File: config.mk
export PLATFORM = sky130hd
export DESIGN_NAME = vram_wr_sched
export DESIGN_NICKNAME = d
export VERILOG_FILES = /design/src/rtl/dmgplus_pkg.sv /design/src/rtl/vram_pattern_gen.sv /design/src/rtl/vram_wr_sched.sv
export SDC_FILE = /design/constraint.sdc
export NUM_CORES = 1
export LEC_CHECK = 0
export CAP_MARGIN = 0
export CORE_MARGIN = 1.5
export CORE_UTILIZATION = 55
export CTS_CLUSTER_SIZE = 25
export DETAILED_ROUTE_END_ITERATION = 6
export PLACE_DENSITY = 0.77
export SLEW_MARGIN = 25
export SYNTH_ARGS = -nofsm -noshare
export SYNTH_HDL_FRONTEND = slang
export SYNTH_SLANG_ARGS = --single-unit
File: constraint.sdc
create_clock -name clk_12m -period 2.8 [get_ports clk_12m]
set_input_delay 0.56 -clock clk_12m [delete_from_list [all_inputs] [get_ports clk_12m]]
set_output_delay 0.56 -clock clk_12m [all_outputs]
set_load 0.02 [all_outputs]
File: src/rtl/dmgplus_pkg.sv
// Shared types and LCD geometry for the DMG+ video path.
package dmgplus_pkg;

  localparam int unsigned LCD_W      = 160;
  localparam int unsigned LCD_H      = 144;
  localparam int unsigned ADDR_SPLIT = 8;
  localparam int unsigned ADDR_W     = 16;
  localparam int unsigned PIX_W      = 2;
  localparam int unsigned TMO_W      = 19;

  typedef enum logic [1:0] {
    MODE_LIVE  = 2'd0,
    MODE_SOLID = 2'd1,
    MODE_BARS  = 2'd2,
    MODE_CHECK = 2'd3
  } mode_e;

  typedef enum logic [1:0] {
    LIVE = 2'd0,
    PEND = 2'd1,
    FILL = 2'd2,
    HOLD = 2'd3
  } state_e;

  typedef struct packed {
    logic              we;
    logic [ADDR_W-1:0] addr;
    logic [PIX_W-1:0]  data;
  } vram_wr_t;

endpackage

File: src/rtl/vram_pattern_gen.sv
// Combinational test-pattern pixel for a given mode and VRAM address {y, x}.
module vram_pattern_gen
  import dmgplus_pkg::*;
(
  input  mode_e             mode_i,
  input  logic [ADDR_W-1:0] addr_i,
  output logic [PIX_W-1:0]  data_c_o
);

  logic unused_addr_bits;
  assign unused_addr_bits = ^{addr_i[15:13], addr_i[10:6], addr_i[2:0]};

  // Live mode maps to black so a clear sweep reuses the same path.
  always_comb begin
    data_c_o = '0;
    unique case (mode_i)
      MODE_LIVE:  data_c_o = 2'b00;
      MODE_SOLID: data_c_o = 2'b11;
      MODE_BARS:  data_c_o = addr_i[5:4];
      MODE_CHECK: data_c_o = addr_i[12:11] ^ addr_i[4:3];
      default:    data_c_o = 2'b00;
    endcase
  end

endmodule

File: src/rtl/vram_wr_sched.sv
// VRAM write-port scheduler: live sampler pass-through vs. frame-aligned pattern sweep.
// Define VRAM_WR_SCHED_CLEAR_EN to blank the frame with a 2'b00 sweep before returning to live.
module vram_wr_sched
  import dmgplus_pkg::*;
#(
  parameter int unsigned X_MAX     = LCD_W - 1,
  parameter int unsigned Y_MAX     = LCD_H - 1,
  parameter int unsigned FRAME_TMO = 400000
) (
  input  logic              clk_12m,
  input  logic              rstn,
  input  logic [1:0]        mode_raw,
  input  logic              frame_start,
  input  logic              smp_we,
  input  logic [ADDR_W-1:0] smp_addr,
  input  logic [PIX_W-1:0]  smp_data,
  output logic              vram_we,
  output logic [ADDR_W-1:0] vram_addr,
  output logic [PIX_W-1:0]  vram_data,
  output logic [1:0]        cur_mode,
  output logic              busy
);

  localparam int unsigned       CW       = ADDR_SPLIT;
  localparam logic [CW-1:0]     X_LAST   = CW'(X_MAX);
  localparam logic [CW-1:0]     Y_LAST   = CW'(Y_MAX);
  localparam logic [TMO_W-1:0]  TMO_LAST = TMO_W'(FRAME_TMO - 1);
`ifdef VRAM_WR_SCHED_CLEAR_EN
  localparam bit CLEAR_ON_LIVE = 1'b1;
`else
  localparam bit CLEAR_ON_LIVE = 1'b0;
`endif

  logic [1:0]       mode_m_q;
  mode_e            mode_s_q;
  state_e           state_q, state_d;
  mode_e            cur_mode_q, cur_mode_d;
  vram_wr_t         wr_q, wr_d;
  logic             busy_q, busy_d;
  logic [CW-1:0]    x_q, x_d, y_q, y_d;
  logic [TMO_W-1:0] tmo_q, tmo_d;
  logic [PIX_W-1:0] pat_data;

  vram_pattern_gen u_pat (
    .mode_i   (cur_mode_q),
    .addr_i   ({y_q, x_q}),
    .data_c_o (pat_data)
  );

  always_comb begin
    state_d    = state_q;
    cur_mode_d = cur_mode_q;
    x_d        = x_q;
    y_d        = y_q;
    tmo_d      = tmo_q;
    wr_d       = wr_q;
    wr_d.we    = 1'b0;
    unique case (state_q)
      LIVE: begin
        wr_d.we   = smp_we;
        wr_d.addr = smp_addr;
        wr_d.data = smp_data;
        if (mode_s_q != cur_mode_q) begin
          state_d = PEND;
          tmo_d   = '0;
        end
      end
      PEND: begin
        wr_d.we   = smp_we;
        wr_d.addr = smp_addr;
        wr_d.data = smp_data;
        if (mode_s_q == cur_mode_q) begin
          state_d = LIVE;
        end else if (frame_start || tmo_q == TMO_LAST) begin
          cur_mode_d = mode_s_q;
          x_d        = '0;
          y_d        = '0;
          state_d    = (mode_s_q == MODE_LIVE && !CLEAR_ON_LIVE) ? LIVE : FILL;
        end else if (tmo_q != '1) begin
          tmo_d = tmo_q + TMO_W'(1);
        end
      end
      FILL: begin
        // A mode change discards the current write slot and restarts or aborts.
        if (mode_s_q != cur_mode_q) begin
          x_d = '0;
          y_d = '0;
          if (mode_s_q != MODE_LIVE) begin
            cur_mode_d = mode_s_q;
          end else begin
            state_d = PEND;
            tmo_d   = '0;
          end
        end else begin
          wr_d.we   = 1'b1;
          wr_d.addr = {y_q, x_q};
          wr_d.data = pat_data;
          if (x_q == X_LAST) begin
            x_d = '0;
            if (y_q == Y_LAST) state_d = (cur_mode_q == MODE_LIVE) ? LIVE : HOLD;
            else               y_d = y_q + CW'(1);
          end else begin
            x_d = x_q + CW'(1);
          end
        end
      end
      HOLD: begin
        if (mode_s_q != cur_mode_q) begin
          if (mode_s_q != MODE_LIVE) begin
            cur_mode_d = mode_s_q;
            x_d        = '0;
            y_d        = '0;
            state_d    = FILL;
          end else begin
            state_d = PEND;
            tmo_d   = '0;
          end
        end
      end
      default: state_d = LIVE;
    endcase
    busy_d = (state_d == PEND) || (state_d == FILL);
  end

  always_ff @(posedge clk_12m or negedge rstn) begin
    if (!rstn) begin
      mode_m_q   <= '0;
      mode_s_q   <= MODE_LIVE;
      state_q    <= LIVE;
      cur_mode_q <= MODE_LIVE;
      wr_q       <= '0;
      busy_q     <= 1'b0;
      x_q        <= '0;
      y_q        <= '0;
      tmo_q      <= '0;
    end else begin
      mode_m_q   <= mode_raw;
      mode_s_q   <= mode_e'(mode_m_q);
      state_q    <= state_d;
      cur_mode_q <= cur_mode_d;
      wr_q       <= wr_d;
      busy_q     <= busy_d;
      x_q        <= x_d;
      y_q        <= y_d;
      tmo_q      <= tmo_d;
    end
  end

  assign vram_we   = wr_q.we;
  assign vram_addr = wr_q.addr;
  assign vram_data = wr_q.data;
  assign cur_mode  = cur_mode_q;
  assign busy      = busy_q;

endmodule

==> run_results.csv <==
group,metric,value,unit
clock_tree,cts_setup_buffers,0,
cells_and_area,finalNetCount,419,
placed_design,dpl_cell_area,3970,µm²
yosys,syn_area_per_cell,9.93,µm²
die,start_util,57.7,%
cells_and_area,drive_gt1_share,11.1,%
route,drtIter0Drc,146,
grt,grt_max_degree,34,
placed_design,place.gp.congestion,0.942,
setup_path,worst-endpoint-required,3.03,ns
setup_path,arrival,2.54,ns
timing,final.min_clock_period,2.30,ns
power,vdd_drop_max,0.000622,V
yosys,synth_top_area_share,45.4,%
setup_path,critical-path-max-stage-delay,0.52,ns
clock_tree,htree_levels,3,
setup_path,start_kind,"flip-flop",
timing,fin_skew,0.0105,ns
clock_tree,cts_made_buffers,9,
yosys,synth_enable_flop_cells,0,
route,routedWlPerCell,16.2,µm
die,rows,28,
setup_path,cp-end-kind,"flip-flop",
power,p_leak,1.79,nW
clock_tree,ctsResizeCount,0,
cells_and_area,fin_area,4180,µm²
timing,fin_setup_tns,0,ns
placed_design,place_inst,456,
power,p_total,0.00388,W
clock_tree,clk_path_buf_depth,2,
timing,fmax,0.434,GHz
worst_hold_path,hp-class,"input pin to asynchronous set/reset pin",
yosys,yosysUniqueCellTypes,64,
die,io-pin-count,46,
setup_path,worstPathCellList,"xnor2_1 -> o21ai_1 -> nor3_4 -> nor2_1 -> a221o_1",
yosys,synth_area_leader_cell,"dfrtp_1",
route,vias,2864,
timing,worst_pin_slew,1.00,ns
setup_path,crit_family,"simple AND/OR/NAND/NOR gates",
setup_path,critPathMaxFanout,16,
timing,rsz0062_at_grt,"no",
outcome,outcome,"finished clean",
yosys,syn-num-nets,377,
yosys,async_reset_ff_share,100,%
power,powerDensity,928,nW/µm²
yosys,postSynthCellCount,350,
clock_tree,root_buffer,"clkbuf_8",
clock_tree,cts_tree,"done",
die,coreArea,6030,µm²
cells_and_area,antennaDiodeCount,0,
placed_design,post-place-ws,0.524,ns
setup_path,cp_slowest_cell,"dfrtp_1",
grt,grt_pass1_wl,12400,µm
grt,grt_pass1_vias,2649,
timing,period_share,82.3,%
cells_and_area,instances_no_fill,472,
grt,overflow,0,
placed_design,hpwlAfterDp,5520,µm
yosys,synth_area_leaders,"dfrtp_1 (45%), nor2_1 (3.9%), a22o_1 (3.8%), o21ai_0 (3.5%), a21o_1 (3.5%)",
route,routed_wl,7650,µm
yosys,synth_seq_area_share,45.4,%
die,die_y,82.5,µm
route,drt_drc_violations_left,0,
timing,relSlewSlack,32.9,%
grt,grt_usage,24.4,%
timing,setup_viol,0,
cells_and_area,area_growth,20.2,%
yosys,syn_area,3470,µm²
clock_tree,cts_hold_buf,0,
timing,hold_viol,0,
route,vias_per_cell,6.07,
route,ant_nets,0,
die,die_area,6800,µm²
clock_tree,cts_sinks,63,
timing,layout_setup_ws,0.495,ns
grt,antenna_found_initial,0,
yosys,ys_seq_elements,63,
clock_tree,clk_pin_slew,0.07,ns
setup_path,path_class,"flip-flop to flip-flop",
die,die_w,82.5,µm
yosys,ys_warn_count,0,
route,drtPass1Iterations,4,
setup_path,path_buf_inv,0,
flow_run,maxCapViolations,0,
clock_tree,worstSkewPairLatency,0.35,ns
timing,slew_violations,0,
yosys,synth_ff_type,"dfrtp_1",
placed_design,io_buffers,45,
[layer usage]
metal	wire [µm]	up-vias	track usage, %
met3	524	9	6.26
met1	3410	1378	31.2
met4	78	0	8.31
met5	0	-	0
li1	-	1377	-
met2	3640	100	40.2
[cells by family after synthesis]
kind of cell | after synthesis | share of synthesized area, %
AND/OR/NAND/NOR | 126 | 20.8
AO/OA/AOI/OAI | 104 | 23.0
flip-flops | 63 | 45.4
buffers and inverters | 33 | 4.43
XOR/XNOR | 20 | 5.04
adder cells (fa/ha/maj) | 3 | 1.08
multiplexers | 1 | 0.288
[flip-flops by register name, summed over array words and instances (netlist names)]
signal     cells
busy           1
mode_m_q       2
mode_s_q       2
x_q            8
state_q        2
y_q            8
vram_we        1
vram_data      2
tmo_q         19
cur_mode       2
vram_addr     16
[cells in the mapped netlist, types with 3 or more instances]
| library cell | count |
|---|---|
| o21ai_1 | 4 |
| nor2_1 | 36 |
| o31ai_1 | 6 |
| a21o_1 | 16 |
| nor3_1 | 5 |
| xnor2_1 | 11 |
| dfrtp_1 | 63 |
| nand4_1 | 10 |
| xor2_1 | 9 |
| nand3_1 | 11 |
| clkbuf_1 | 8 |
| o21ai_0 | 24 |
| nor4_2 | 3 |
| ha_1 | 3 |
| a221o_1 | 5 |
| a22o_1 | 15 |
| nand2_1 | 25 |
| nand2b_1 | 5 |
| and2_1 | 5 |
| a31oi_1 | 4 |
| a21oi_1 | 5 |
| nor4_1 | 3 |
| inv_1 | 12 |
| buf_2 | 9 |
| and3_1 | 7 |
[report_power, final]
part           internal, W  switching, W  total, W
Clock             0.000437      0.000376  0.000813
Combinational     0.000759      0.000976   0.00173
Sequential         0.00112      0.000205   0.00133
Total              0.00232       0.00156   0.00388
[metrics by stage]
step	hold slack [ns]	utilization (%)
after global placement	0.337	65.9
after detailed placement	0.340	65.9
final	0.244	69.3
after CTS	0.266	69.3
after global routing	0.308	69.3
after floorplan	0.264	-
[final cells by class]
class	count	area, µm²
repair buffers	52	510
well taps	75	93.8
flip-flops and latches	63	1580
inverters	12	45.0
clock buffers	10	138
fillers	480	1850
clock inverters	6	70.1
multi-input cells	254	1740
[path summary, 6_finish.rpt]
path | startpoint | end | slack, ns | cells past startpoint
min in group clk_12m | mode_m_q[1] | mode_s_q[1] | 0.35 | 0
setup / recovery | cur_mode[1] | vram_addr[13] | 0.50 | 5
max in group asynchronous | rstn | mode_s_q[1] | 1.93 | 2
setup reg to reg | cur_mode[1] | vram_addr[13] | 0.50 | 5
hold / removal | rstn | vram_addr[2] | 0.24 | 1
hold reg to reg | mode_m_q[1] | mode_s_q[1] | 0.35 | 0
[cells in the final DEF (no fill, tap or decap), drive strengths merged, types with 3 or more instances in the layout]
master,n
a21o,16
a21oi,6
a221o,5
a22o,15
a311oi,3
a31oi,5
and2,5
and3,8
and4,3
buf,8
clkbuf,10
clkdlybuf4s50,44
clkinvlp,3
dfrtp,63
ha,3
inv,12
nand2,25
nand2b,5
nand3,11
nand4,11
nor2,36
nor3,6
nor4,7
o21ai,28
o31ai,6
xnor2,11
xor2,9
(Power assumes the default switching activity.)
